==> config.mk <==
export PLATFORM = sky130hd
export DESIGN_NAME = button_conditioner
export DESIGN_NICKNAME = d
export VERILOG_FILES = /design/src/rtl/clock_alarm_pkg.sv /design/src/rtl/debounce.sv /design/src/rtl/button_conditioner.sv
export SDC_FILE = /design/constraint.sdc
export NUM_CORES = 1
export LEC_CHECK = 0
export CORE_UTILIZATION = 25
export DETAILED_ROUTE_END_ITERATION = 8
export SYNTH_ARGS = -nofsm -noshare
export SYNTH_HDL_FRONTEND = slang
export SYNTH_HIERARCHICAL = 1
export SYNTH_SLANG_ARGS = --single-unit
==> constraint.sdc <==
create_clock -name clk -period 3.8 [get_ports clk]
set_input_delay 0.76 -clock clk [delete_from_list [all_inputs] [get_ports clk]]
set_output_delay 0.76 -clock clk [all_outputs]
set_load 0.03 [all_outputs]
==> src/rtl/clock_alarm_pkg.sv <==
// -----------------------------------------------------------------------------
// clock_alarm_pkg
// Shared definitions for the alarm-clock front panel:
//   - repeat FSM state encoding for the MIN/HR auto-repeat buttons
//   - default timing constants derived from the 5 MHz system clock
//   - button index map used by button_conditioner
//   - cnt_width(): counter width helper that never returns zero
// -----------------------------------------------------------------------------
package clock_alarm_pkg;

    // System clock coming out of the PLL.
    localparam int unsigned CLK_FREQ_HZ         = 32'd5_000_000;

    // 10 ms debounce, 0.5 s before auto-repeat, 0.2 s between repeats.
    localparam int unsigned DEF_DEBOUNCE_CYCLES = CLK_FREQ_HZ / 32'd100;
    localparam int unsigned DEF_REPEAT_DELAY    = CLK_FREQ_HZ / 32'd2;
    localparam int unsigned DEF_REPEAT_RATE     = CLK_FREQ_HZ / 32'd5;

    // Button index map; MIN and HR must stay adjacent (repeat channels loop).
    localparam int unsigned NUM_BUTTONS   = 32'd5;
    localparam int unsigned BTN_SET_CLOCK = 32'd0;
    localparam int unsigned BTN_SET_ALARM = 32'd1;
    localparam int unsigned BTN_MIN       = 32'd2;
    localparam int unsigned BTN_HR        = 32'd3;
    localparam int unsigned BTN_ALARM_OFF = 32'd4;

    // Auto-repeat FSM states.
    typedef enum logic [1:0] {
        IDLE    = 2'b00,
        PRESSED = 2'b01,
        REPEAT  = 2'b10
    } rep_state_e;

    // Bits needed for a counter holding 0 .. n-1 (at least one bit).
    function automatic int unsigned cnt_width(input int unsigned n);
        return (n <= 32'd2) ? 32'd1 : 32'($clog2(n));
    endfunction

endpackage : clock_alarm_pkg

==> src/rtl/debounce.sv <==
// -----------------------------------------------------------------------------
// debounce
// One-bit button conditioner: 2-flop synchronizer followed by a stability
// counter. The accepted level only changes after the synchronized input has
// differed from it for DEBOUNCE_CYCLES consecutive cycles.
//
// Ports
//   clk      in   system clock, rising edge
//   reset    in   asynchronous active-low reset
//   raw_in   in   raw button, asynchronous to clk
//   level_o  out  accepted (debounced) level, straight from a flop
// -----------------------------------------------------------------------------
module debounce
    import clock_alarm_pkg::*;
#(
    parameter int unsigned DEBOUNCE_CYCLES = DEF_DEBOUNCE_CYCLES
) (
    input  logic clk,
    input  logic reset,
    input  logic raw_in,
    output logic level_o
);

    localparam int unsigned         CNT_W    = cnt_width(DEBOUNCE_CYCLES);
    localparam logic [CNT_W-1:0]    CNT_LAST = CNT_W'(DEBOUNCE_CYCLES - 32'd1);

    logic [1:0]       sync_q,  sync_d;
    logic [CNT_W-1:0] cnt_q,   cnt_d;
    logic             level_q, level_d;

    // Next-state: synchronizer shift and stability counter.
    always_comb begin
        sync_d  = {sync_q[0], raw_in};
        cnt_d   = cnt_q;
        level_d = level_q;
        if (sync_q[1] == level_q) begin
            cnt_d = {CNT_W{1'b0}};
        end else if (cnt_q == CNT_LAST) begin
            // Input has differed long enough: accept it and restart.
            cnt_d   = {CNT_W{1'b0}};
            level_d = sync_q[1];
        end else begin
            cnt_d = cnt_q + CNT_W'(1);
        end
    end

    // State registers.
    always_ff @(posedge clk or negedge reset) begin
        if (!reset) begin
            sync_q  <= 2'b00;
            cnt_q   <= {CNT_W{1'b0}};
            level_q <= 1'b0;
        end else begin
            sync_q  <= sync_d;
            cnt_q   <= cnt_d;
            level_q <= level_d;
        end
    end

    assign level_o = level_q;

endmodule : debounce

==> src/rtl/button_conditioner.sv <==
// -----------------------------------------------------------------------------
// button_conditioner
// Front-panel button conditioning for the alarm clock. Five raw push-buttons
// are each synchronized and debounced; the results drive:
//   Set_Clock, Set_Alarm  registered debounced levels
//   Alarm_Off             one-cycle pulse on each accepted press
//   MIN, HR               one-cycle increment pulses, only while Set_Clock or
//                         Set_Alarm is held; optional hold-to-repeat
//
// Configuration macro
//   BUTTON_AUTO_REPEAT_EN  defined: MIN/HR use the IDLE/PRESSED/REPEAT FSM
//                          (first pulse on press, another after REPEAT_DELAY,
//                          then every REPEAT_RATE cycles while held).
//                          undefined: one pulse per press, no repeat timers;
//                          REPEAT_DELAY/REPEAT_RATE have no effect.
//
// Ports
//   clk            in   5 MHz system clock, rising edge
//   reset          in   asynchronous active-low reset
//   *_raw          in   raw active-high buttons, asynchronous to clk
//   Set_Clock/Set_Alarm, MIN/HR, Alarm_Off  out  see above, all registered
// -----------------------------------------------------------------------------
module button_conditioner
    import clock_alarm_pkg::*;
#(
    parameter int unsigned DEBOUNCE_CYCLES = DEF_DEBOUNCE_CYCLES,
    parameter int unsigned REPEAT_DELAY    = DEF_REPEAT_DELAY,
    parameter int unsigned REPEAT_RATE     = DEF_REPEAT_RATE
) (
    input  logic clk,
    input  logic reset,
    input  logic Set_Clock_raw,
    input  logic Set_Alarm_raw,
    input  logic MIN_raw,
    input  logic HR_raw,
    input  logic Alarm_Off_raw,
    output logic Set_Clock,
    output logic Set_Alarm,
    output logic MIN,
    output logic HR,
    output logic Alarm_Off
);

    // Zero-length timings would make the counters meaningless.
    if (DEBOUNCE_CYCLES < 32'd1 || REPEAT_DELAY < 32'd1 || REPEAT_RATE < 32'd1) begin : g_bad_cfg
        $error("button_conditioner: timing parameters must be at least 1");
    end

    logic [NUM_BUTTONS-1:0] raw_s;
    logic [NUM_BUTTONS-1:0] acc_s;
    logic [1:0]             inc_pulse_s;
    logic                   setting_en_s;

    assign raw_s = {Alarm_Off_raw, HR_raw, MIN_raw, Set_Alarm_raw, Set_Clock_raw};

    for (genvar i = 0; i < NUM_BUTTONS; i++) begin : g_db
        debounce #(
            .DEBOUNCE_CYCLES (DEBOUNCE_CYCLES)
        ) u_debounce (
            .clk     (clk),
            .reset   (reset),
            .raw_in  (raw_s[i]),
            .level_o (acc_s[i])
        );
    end

    // Increment pulses are only meaningful while a time is being edited.
    assign setting_en_s = acc_s[BTN_SET_CLOCK] | acc_s[BTN_SET_ALARM];

    // Channel 0 is MIN, channel 1 is HR; each runs independently.
    for (genvar ch = 0; ch < 2; ch++) begin : g_inc
        localparam int unsigned BTN = BTN_MIN + ch;

        logic pulse_q, pulse_d;

`ifdef BUTTON_AUTO_REPEAT_EN
        localparam int unsigned      TMR_W =
            cnt_width((REPEAT_DELAY > REPEAT_RATE) ? REPEAT_DELAY : REPEAT_RATE);
        localparam logic [TMR_W-1:0] DELAY_LAST = TMR_W'(REPEAT_DELAY - 32'd1);
        localparam logic [TMR_W-1:0] RATE_LAST  = TMR_W'(REPEAT_RATE - 32'd1);

        rep_state_e       state_q, state_d;
        logic [TMR_W-1:0] timer_q, timer_d;
        logic             fire_s;

        // Next-state: repeat FSM; the FSM runs even when pulses are masked.
        always_comb begin
            state_d = state_q;
            timer_d = timer_q;
            fire_s  = 1'b0;
            case (state_q)
                IDLE: begin
                    timer_d = {TMR_W{1'b0}};
                    if (acc_s[BTN]) begin
                        state_d = PRESSED;
                        fire_s  = 1'b1;
                    end else begin
                        state_d = IDLE;
                    end
                end
                PRESSED: begin
                    if (!acc_s[BTN]) begin
                        state_d = IDLE;
                        timer_d = {TMR_W{1'b0}};
                    end else if (timer_q == DELAY_LAST) begin
                        state_d = REPEAT;
                        timer_d = {TMR_W{1'b0}};
                        fire_s  = 1'b1;
                    end else begin
                        timer_d = timer_q + TMR_W'(1);
                    end
                end
                REPEAT: begin
                    if (!acc_s[BTN]) begin
                        state_d = IDLE;
                        timer_d = {TMR_W{1'b0}};
                    end else if (timer_q == RATE_LAST) begin
                        timer_d = {TMR_W{1'b0}};
                        fire_s  = 1'b1;
                    end else begin
                        timer_d = timer_q + TMR_W'(1);
                    end
                end
                default: begin
                    state_d = IDLE;
                    timer_d = {TMR_W{1'b0}};
                end
            endcase
            pulse_d = fire_s & setting_en_s;
        end

        // State registers for the repeat FSM and its pulse output.
        always_ff @(posedge clk or negedge reset) begin
            if (!reset) begin
                state_q <= IDLE;
                timer_q <= {TMR_W{1'b0}};
                pulse_q <= 1'b0;
            end else begin
                state_q <= state_d;
                timer_q <= timer_d;
                pulse_q <= pulse_d;
            end
        end
`else
        logic held_q, held_d;

        // Next-state: single pulse on the first cycle of each accepted press.
        always_comb begin
            if (acc_s[BTN]) begin
                held_d  = 1'b1;
                pulse_d = ~held_q & setting_en_s;
            end else begin
                held_d  = 1'b0;
                pulse_d = 1'b0;
            end
        end

        // State registers for the press flag and its pulse output.
        always_ff @(posedge clk or negedge reset) begin
            if (!reset) begin
                held_q  <= 1'b0;
                pulse_q <= 1'b0;
            end else begin
                held_q  <= held_d;
                pulse_q <= pulse_d;
            end
        end
`endif

        assign inc_pulse_s[ch] = pulse_q;
    end

    logic set_clock_q,  set_clock_d;
    logic set_alarm_q,  set_alarm_d;
    logic alarm_prev_q, alarm_prev_d;
    logic alarm_off_q,  alarm_off_d;

    // Next-state: registered levels and Alarm_Off rising-edge pulse.
    always_comb begin
        set_clock_d  = acc_s[BTN_SET_CLOCK];
        set_alarm_d  = acc_s[BTN_SET_ALARM];
        alarm_prev_d = acc_s[BTN_ALARM_OFF];
        alarm_off_d  = acc_s[BTN_ALARM_OFF] & ~alarm_prev_q;
    end

    // Output registers.
    always_ff @(posedge clk or negedge reset) begin
        if (!reset) begin
            set_clock_q  <= 1'b0;
            set_alarm_q  <= 1'b0;
            alarm_prev_q <= 1'b0;
            alarm_off_q  <= 1'b0;
        end else begin
            set_clock_q  <= set_clock_d;
            set_alarm_q  <= set_alarm_d;
            alarm_prev_q <= alarm_prev_d;
            alarm_off_q  <= alarm_off_d;
        end
    end

    assign Set_Clock = set_clock_q;
    assign Set_Alarm = set_alarm_q;
    assign Alarm_Off = alarm_off_q;
    assign MIN       = inc_pulse_s[0];
    assign HR        = inc_pulse_s[1];

endmodule : button_conditioner

# After elaboration in Yosys (flattened, before gate mapping)
# Cells that the tools add are included.
word_totals:
  register_bits: 103
  inputBits: 7
  output_inout_bits: 5
  word_cells: 69
classes:
  n_addsub: 5
  n_eq_ne: 10
  muxes: 14
  bitwise: 12
  reduce_logical: 5
ops:
  columns: ["op", "n"]
  rows:
  - ["16-bit two-way mux", 10]
  - ["16-bit by 1-bit adder with 16-bit output (second input constant)", 5]
  - ["16-bit equality test (second input constant)", 5]
  - ["2-bit AND reduction", 5]
  - ["1-bit NOT", 8]
  - ["1-bit equality test", 5]
  - ["1-bit two-way mux", 4]
  - ["1-bit bitwise AND", 3]
  - ["1-bit OR", 1]

# Logic depth before layout (Yosys ltp)
# Gate-level depths: netlist of the first run.
depth:
  ltp_word: 3
  mapped_depth: 6

# Hierarchy
# Netlist of the first run, hierarchy kept.
modules_own_cells:
  columns: ["mod", "n_inst", "cells_per_inst", "area_each_um2"]
  rows:
  - ["debounce", 5, 84, 895.9]
  - ["button_conditioner", 1, 12, 237.7]

# Least setup slack after synthesis of the first run
# No wires, ideal clock.
synth_timing:
  kind: "register to register"
  startpoint: "register g_db[0].u_debounce.cnt_q[10]"
  endpoint: "register g_db[0].u_debounce.level_q"
  t_arrival_ns: 1.770
  t_required_ns: 3.675
  setup_slack_ns: 1.905
  stages_incl_launch_ff: 4
  n_path_buf: 0
  synth_period_minus_slack_ns: 1.895
  cell_sequence: "dfrtp_1 -> or4b_1 -> or4_4 -> mux2_4"
synth_between:
  elab_chain_len: 2
synth_rtl:
  columns: ["element", "line_no", "rtl"]
  rows:
  - ["start, declared", "debounce.sv:28", "logic [CNT_W-1:0] cnt_q, cnt_d;"]
  - ["start signal, assigned", "debounce.sv:51", "cnt_q <= {CNT_W{1'b0}};"]
  - ["start signal, assigned", "debounce.sv:55", "cnt_q <= cnt_d;"]
  - ["16-bit equality test", "debounce.sv:38", "end else if (cnt_q == CNT_LAST) begin"]
  - ["2-bit AND reduction (no line)", null, null]
  - ["end signal, assigned", "debounce.sv:56", "level_q <= level_d;"]
  - ["end, declared", "debounce.sv:29", "logic level_q, level_d;"]
# No other way between the ends.
# A chain may end at the register's enable or synchronous reset.

# Final worst setup path of the first run
layout_timing:
  startpoint: "register alarm_off_q (netlist: Alarm_Off)"
  endpoint: "output port Alarm_Off"
layout_rtl:
  columns: ["element", "line_no", "rtl"]
  rows:
  - ["start, declared", "button_conditioner.sv:176", "logic alarm_off_q, alarm_off_d;"]
  - ["start signal, assigned", "button_conditioner.sv:197", "alarm_off_q <= alarm_off_d;"]
  - ["end, declared", "button_conditioner.sv:41", "output logic Alarm_Off"]
# No word-level cell between the ends.

==> results of run 1 <==
==> routing by layer <==
metal  GRT usage, %  vias to the layer above  routed length (um)
li1               -                     1531                   -
met3           3.10                       12                 281
met1           12.0                     1481                3940
met5              0                        -                   0
met4           2.63                        0                  96
met2           14.7                       38                3820
==> synth_stat cells (all sizes together) (10+ instances only) <==
master | instances | area, um2
nor4 | 15 | 93.8
nand3 | 25 | 125
xor2 | 25 | 219
dfrtp | 103 | 2580
nand2 | 25 | 131
nor2 | 86 | 325
xnor2 | 50 | 438
nand4 | 25 | 156
nor3 | 20 | 100
inv | 10 | 37.5
==> final cells by class <==
class                      count  area share (%)
tap                          229            5.35
timing repair buffer          13            2.29
clock inverter                 6           0.818
sequential                   103            48.2
clock buffer                  10            4.46
inverter                      10           0.701
multi-input combinational    314            38.2
==> power by group <==
group | switching [mW] | internal [mW]
registers | 0.0193 | 1.11
clock network | 0.405 | 0.464
logic | 0.0442 | 0.0222
total | 0.468 | 1.60
==> flip-flops by register name, indices dropped and copies added (netlist names) <==
register                 count
Alarm_Off                    1
Set_Clock                    1
g_inc.held_q                 2
g_db.u_debounce/level_o      5
MIN                          1
Set_Alarm                    1
alarm_prev_q                 1
g_db.u_debounce/sync_q      10
g_db.u_debounce/cnt_q       80
HR                           1
==> path summary, 6_finish.rpt <==
kind / startpoint / endpoint / depth (start not counted)
max in group asynchronous: reset / g_db[0].u_debounce/cnt_q[11]$_DFF_PN0_ / 2
min in group asynchronous: reset / g_db[4].u_debounce/cnt_q[0]$_DFF_PN0_ / 1
worst max register to register: g_db[0].u_debounce/cnt_q[10]$_DFF_PN0_ / g_db[0].u_debounce/level_o$_DFFE_PN0P_ / 3
worst min-delay path: g_db[4].u_debounce/sync_q[0]$_DFF_PN0_ / g_db[4].u_debounce/sync_q[1]$_DFF_PN0_ / 0
worst max-delay path: Alarm_Off$_DFF_PN0_ / Alarm_Off / 1
worst min register to register: g_db[4].u_debounce/sync_q[0]$_DFF_PN0_ / g_db[4].u_debounce/sync_q[1]$_DFF_PN0_ / 0
==> logic make-up (layout without fill, tap and decap cells) <==
kind of cell	count (synthesis)	in the layout	synth area share, %
xor gates and xnor gates	75	75	13.9
adders and majority gates	5	5	1.33
buffers and inverters	15	39	1.99
DFF	103	103	54.6
muxes	5	5	1.59
and+or+nand+nor	229	229	26.5
==> per-stage QoR <==
step | total power, mW | hold slack (ns) | setup WS, ns | util (%) | cell area (um2)
4_1_cts | 2.11 | 0.356 | 1.67 | 29.4 | 5350
2_1_floorplan | 1.19 | 0.331 | 1.91 | - | 4720
6_report | 2.07 | 0.352 | 1.70 | 29.4 | 5350
3_3_place_gp | 1.22 | 0.336 | 1.87 | 27.8 | 5070
5_1_grt | 2.17 | 0.363 | 1.64 | 29.4 | 5350
3_5_place_dp | 1.22 | 0.340 | 1.84 | 27.8 | 5070
==> impl_metrics.json, run 1 <==
{
  "status": "finished, final reports clean",
  "drt_iter0_markers": 173,
  "antenna_found_initial": 0,
  "maxSlewHeadroom_pct": 56.2,
  "die_w_um": 139,
  "final.setup.tns_ns": 0,
  "wl_per_cell_um": 11.9,
  "ys_types": 23,
  "grt_usage_pct": 9.28,
  "synthArstFlopShare_pct": 100,
  "root_buffer": "clkbuf_16",
  "syn_nets": 444,
  "netlist_area_mm2": 0.00472,
  "fmax_ghz": 0.476,
  "fill_cells": 1837,
  "cp-end-kind": "output port",
  "finalCriticalPeriod_ns": 2.10,
  "cts-resized-gates": 0,
  "cts_max_level": 3,
  "path_buf_inv": 1,
  "nets": 463,
  "cp_slowest_stage_delay_ns": 0.66,
  "synthToLayoutAreaGrowth_pct": 13.5,
  "crit_path_start_kind": "register",
  "vias": 3062,
  "cts_post_setup_buffers_inserted": 0,
  "gp_congestion": 0.824,
  "clk_path_buf_depth": 2,
  "synth_top_flop_cell": "dfrtp_1",
  "leakage_nw": 2.10,
  "worstPathMaxFanout": 1,
  "reg2reg_slack_ns": 1.82,
  "min_period_over_period_pct": 55.3,
  "drtPass1Iterations": 4,
  "cts_hold_buf": 0,
  "rsz0062_at_grt": "no",
  "multiInputGateArea_mm2": 0.00205,
  "critPathArrivalTime_ns": 1.34,
  "layout.cells.most_common_list": "dfrtp_1 (103), nor2_1 (85), xnor2_1 (50)",
  "yosysWarnings": 6,
  "cts_buffers": 9,
  "vdd_ir_drop_max_uv": 185,
  "cts_tree": "yes",
  "maxSlewViolCount": 0,
  "hold_viol": 0,
  "worst_pin_slew_ns": 0.657,
  "grt_pass1_vias": 3145,
  "p_per_area_mw_per_mm2": 387,
  "coreArea_mm2": 0.0182,
  "cts.sinks": 103,
  "grt_max_degree": 53,
  "ant_nets": 0,
  "start_util_pct": 25.9,
  "die_h_um": 139,
  "synth_seq_cells": 103,
  "hp-class": "register to register",
  "drc": 0,
  "wirelength_um": 8140,
  "cp.required_ns": 3.04,
  "io-pin-count": 12,
  "cp_top_family": "buffers and inverters",
  "clkSlewWorstSetupHoldPaths_ns": 0.07,
  "ff_latch_area_mm2": 0.00258,
  "gr-total-overflow": 0,
  "final.setup_skew_ns": 0.00622,
  "slowest_stage": "clkdlybuf4s50_1",
  "layout-drive-gt1-share_pct": 10.3,
  "fin_cells": 685,
  "drv_cap": 0,
  "finalSetupViolCount": 0,
  "final_common_cell": "dfrtp_1",
  "syn_area_per_cell_um2": 10.9,
  "clkLatencyLatePin_ns": 0.35,
  "netlist_instances": 432,
  "dp_hpwl_um": 5780,
  "crit_chain": "clkdlybuf4s50_1",
  "worstSetupPathType": "register to output port",
  "synth_edf_count": 0,
  "port_buffers": 11,
  "grt_pass1_wl_um": 14600,
  "ys_seq_area_share_pct": 54.6,
  "via_per_inst": 4.47,
  "num_rows": 49,
  "diodes": 0,
  "dieArea_mm2": 0.0194,
  "placed_cells": 669
}
Power figures use the tool's default switching activity.
==> run 2: changes to the inputs <==
==> constraint.sdc (replaced) <==
create_clock -name clk -period 1.94 [get_ports clk]
set_input_delay 0.388 -clock clk [delete_from_list [all_inputs] [get_ports clk]]
set_output_delay 0.388 -clock clk [all_outputs]
set_load 0.03 [all_outputs]
==> run 2 against run 1 <==
Utilization rose by 1.4 points. Clock skew shrank 0.00076 ns. Via count rose by 4.4%. Power increased by 110%. Sequential power grew 96%. Highest routed layer unchanged.
==> impl_metrics.json, run 2 (synthesis gave the netlist of run 1 again) <==
{
  "status": "finished, final reports clean",
  "cp_slowest_stage_delay_ns": 0.58,
  "p_int_mw": 3.49,
  "cts_post_setup_buffers_inserted": 0,
  "worstPathMaxFanout": 3,
  "dieArea_mm2": 0.0194,
  "routed-wl-met2_um": 3950,
  "synthToLayoutAreaGrowth_pct": 18.8,
  "die_h_um": 139,
  "switching_power_uw": 904,
  "wirelength_um": 8470,
  "cts_max_level": 3,
  "vdd_ir_drop_max_uv": 511,
  "grt_max_degree": 56,
  "gp_congestion": 0.782,
  "finalCriticalPeriod_ns": 1.90,
  "crit_chain": "or3b_2 > or4_4 > mux2_4",
  "drtPass1Iterations": 4,
  "drt_iter0_markers": 257,
  "grt_pass1_wl_um": 15200,
  "ant_nets": 0,
  "layout-drive-gt1-share_pct": 14.4,
  "top_register": "g_db.u_debounce/cnt_q",
  "met3_length_um": 197,
  "maxSlewHeadroom_pct": 73.9,
  "root_buffer": "clkbuf_16",
  "cts_buffers": 9,
  "start_util_pct": 25.9,
  "cp_top_family": "simple AND/OR/NAND/NOR gates",
  "antenna_found_initial": 0,
  "cp.required_ns": 2.18,
  "grt_usage_pct": 9.66,
  "min_period_over_period_pct": 98.1,
  "power_frac_clock_pct": 46.3,
  "num_rows": 49,
  "drc": 0,
  "nets": 487,
  "worstSetupPathType": "register to register",
  "drv_cap": 0,
  "diodes": 0,
  "maxSlewViolCount": 0,
  "clk_path_buf_depth": 2,
  "cp-end-kind": "register",
  "vias": 3197,
  "port_buffers": 11,
  "finalSetupViolCount": 0,
  "final.setup.tns_ns": 0,
  "worst_pin_slew_ns": 0.391,
  "io-pin-count": 12,
  "critPathArrivalTime_ns": 2.14,
  "post-place-ws_ns": 0.0295,
  "top_layer_used": "met4",
  "cts.sinks": 103,
  "rsz0062_at_grt": "no",
  "final_common_cell": "dfrtp_1",
  "fill_cells": 1796,
  "ff_latch_area_mm2": 0.00258,
  "dp_hpwl_um": 5950,
  "layout.cells.most_common_list": "dfrtp_1 (103), nor2_1 (85), xnor2_1 (50)",
  "clkSlewWorstSetupHoldPaths_ns": 0.07,
  "fin_ws_ns": 0.0367,
  "swShare_pct": 20.6,
  "power_frac_seq_pct": 50.5,
  "multiInputGateArea_mm2": 0.00205,
  "wl_per_cell_um": 11.9,
  "slowest_stage": "or4_4",
  "final.setup_skew_ns": 0.00546,
  "gr-total-overflow": 0,
  "cts_tree": "yes",
  "die_w_um": 139,
  "fmax_ghz": 0.525,
  "wl_met1_um": 4130,
  "hp-class": "register to register",
  "via_per_inst": 4.51,
  "p_per_area_mw_per_mm2": 784,
  "clkLatencyLatePin_ns": 0.35,
  "crit_path_start_kind": "register",
  "hold_viol": 0,
  "grt_pass1_vias": 3307,
  "largest_reg_flops": 80,
  "pwr-share-comb_pct": 3.1,
  "leakage_nw": 2.25,
  "coreArea_mm2": 0.0182,
  "path_buf_inv": 0
}
==> run 2: changes by cell type in the layout (fill, tap and decap cells not counted), sizes merged <==
cell | previous run | this run
buf | 3 | 26
bufinv | 0 | 3
clkinv | 4 | 3
clkinvlp | 1 | 0
dlygate4sd3 | 0 | 1
inv | 11 | 10
==> run 2: area by class of cell <==
type,count,area share (%)
Multi-Input combinational cell,314,36.5
Timing Repair Buffer,37,5.67
Clock buffer,10,4.09
Clock inverter,6,1.94
Inverter,10,0.670
Sequential cell,103,46.0
Tap cell,229,5.11
==> run 2: timing repair <==
action,CTS,global route
hold buffers,1,0
endpoints found under the setup margin,0,9
resized for setup,0,0
endpoints found under the hold margin,26,0
==> run 2: final timing paths <==
kind	startpoint	to	slack [ns]	depth (start not counted)
setup / recovery	g_db[0].u_debounce/cnt_q[4]$_DFF_PN0_	g_db[0].u_debounce/level_o$_DFFE_PN0P_	0.04	3
hold / removal	g_db[1].u_debounce/sync_q[0]$_DFF_PN0_	g_db[1].u_debounce/sync_q[1]$_DFF_PN0_	0.35	0
setup reg to reg	g_db[0].u_debounce/cnt_q[4]$_DFF_PN0_	g_db[0].u_debounce/level_o$_DFFE_PN0P_	0.04	3
hold reg to reg	g_db[1].u_debounce/sync_q[0]$_DFF_PN0_	g_db[1].u_debounce/sync_q[1]$_DFF_PN0_	0.35	0
max in group asynchronous	reset	g_db[0].u_debounce/cnt_q[7]$_DFF_PN0_	0.82	3
min in group asynchronous	reset	g_db[4].u_debounce/cnt_q[0]$_DFF_PN0_	0.50	2
==> run 2: metal layers <==
metal	GRT usage, %	vias up
met2	15.0	28
met3	1.89	15
met4	5.44	0
met1	12.6	1574
li1	-	1580
met5	0	-
==> run 2: metrics by stage <==
stage | instance area [um2] | util [%] | hold WS, ns | instances | power [mW]
after floorplan | 4720 | - | 0.0924 | 432 | 2.32
after global placement | 5260 | 28.9 | 0.333 | 692 | 2.40
after detailed placement | 5260 | 28.9 | 0.337 | 692 | 2.40
after CTS | 5600 | 30.8 | 0.353 | 709 | 4.47
after global routing | 5600 | 30.8 | 0.359 | 709 | 4.58
final | 5600 | 30.8 | 0.351 | 709 | 4.39
==> run 2: power by group through the flow <==
stage	logic (mW)	clock network, mW	registers [mW]
2_1_floorplan	0.0734	0	2.25
3_3_place_gp	0.137	0	2.26
3_5_place_dp	0.142	0	2.26
4_1_cts	0.144	2.11	2.22
5_1_grt	0.163	2.19	2.22
6_report	0.138	2.04	2.22
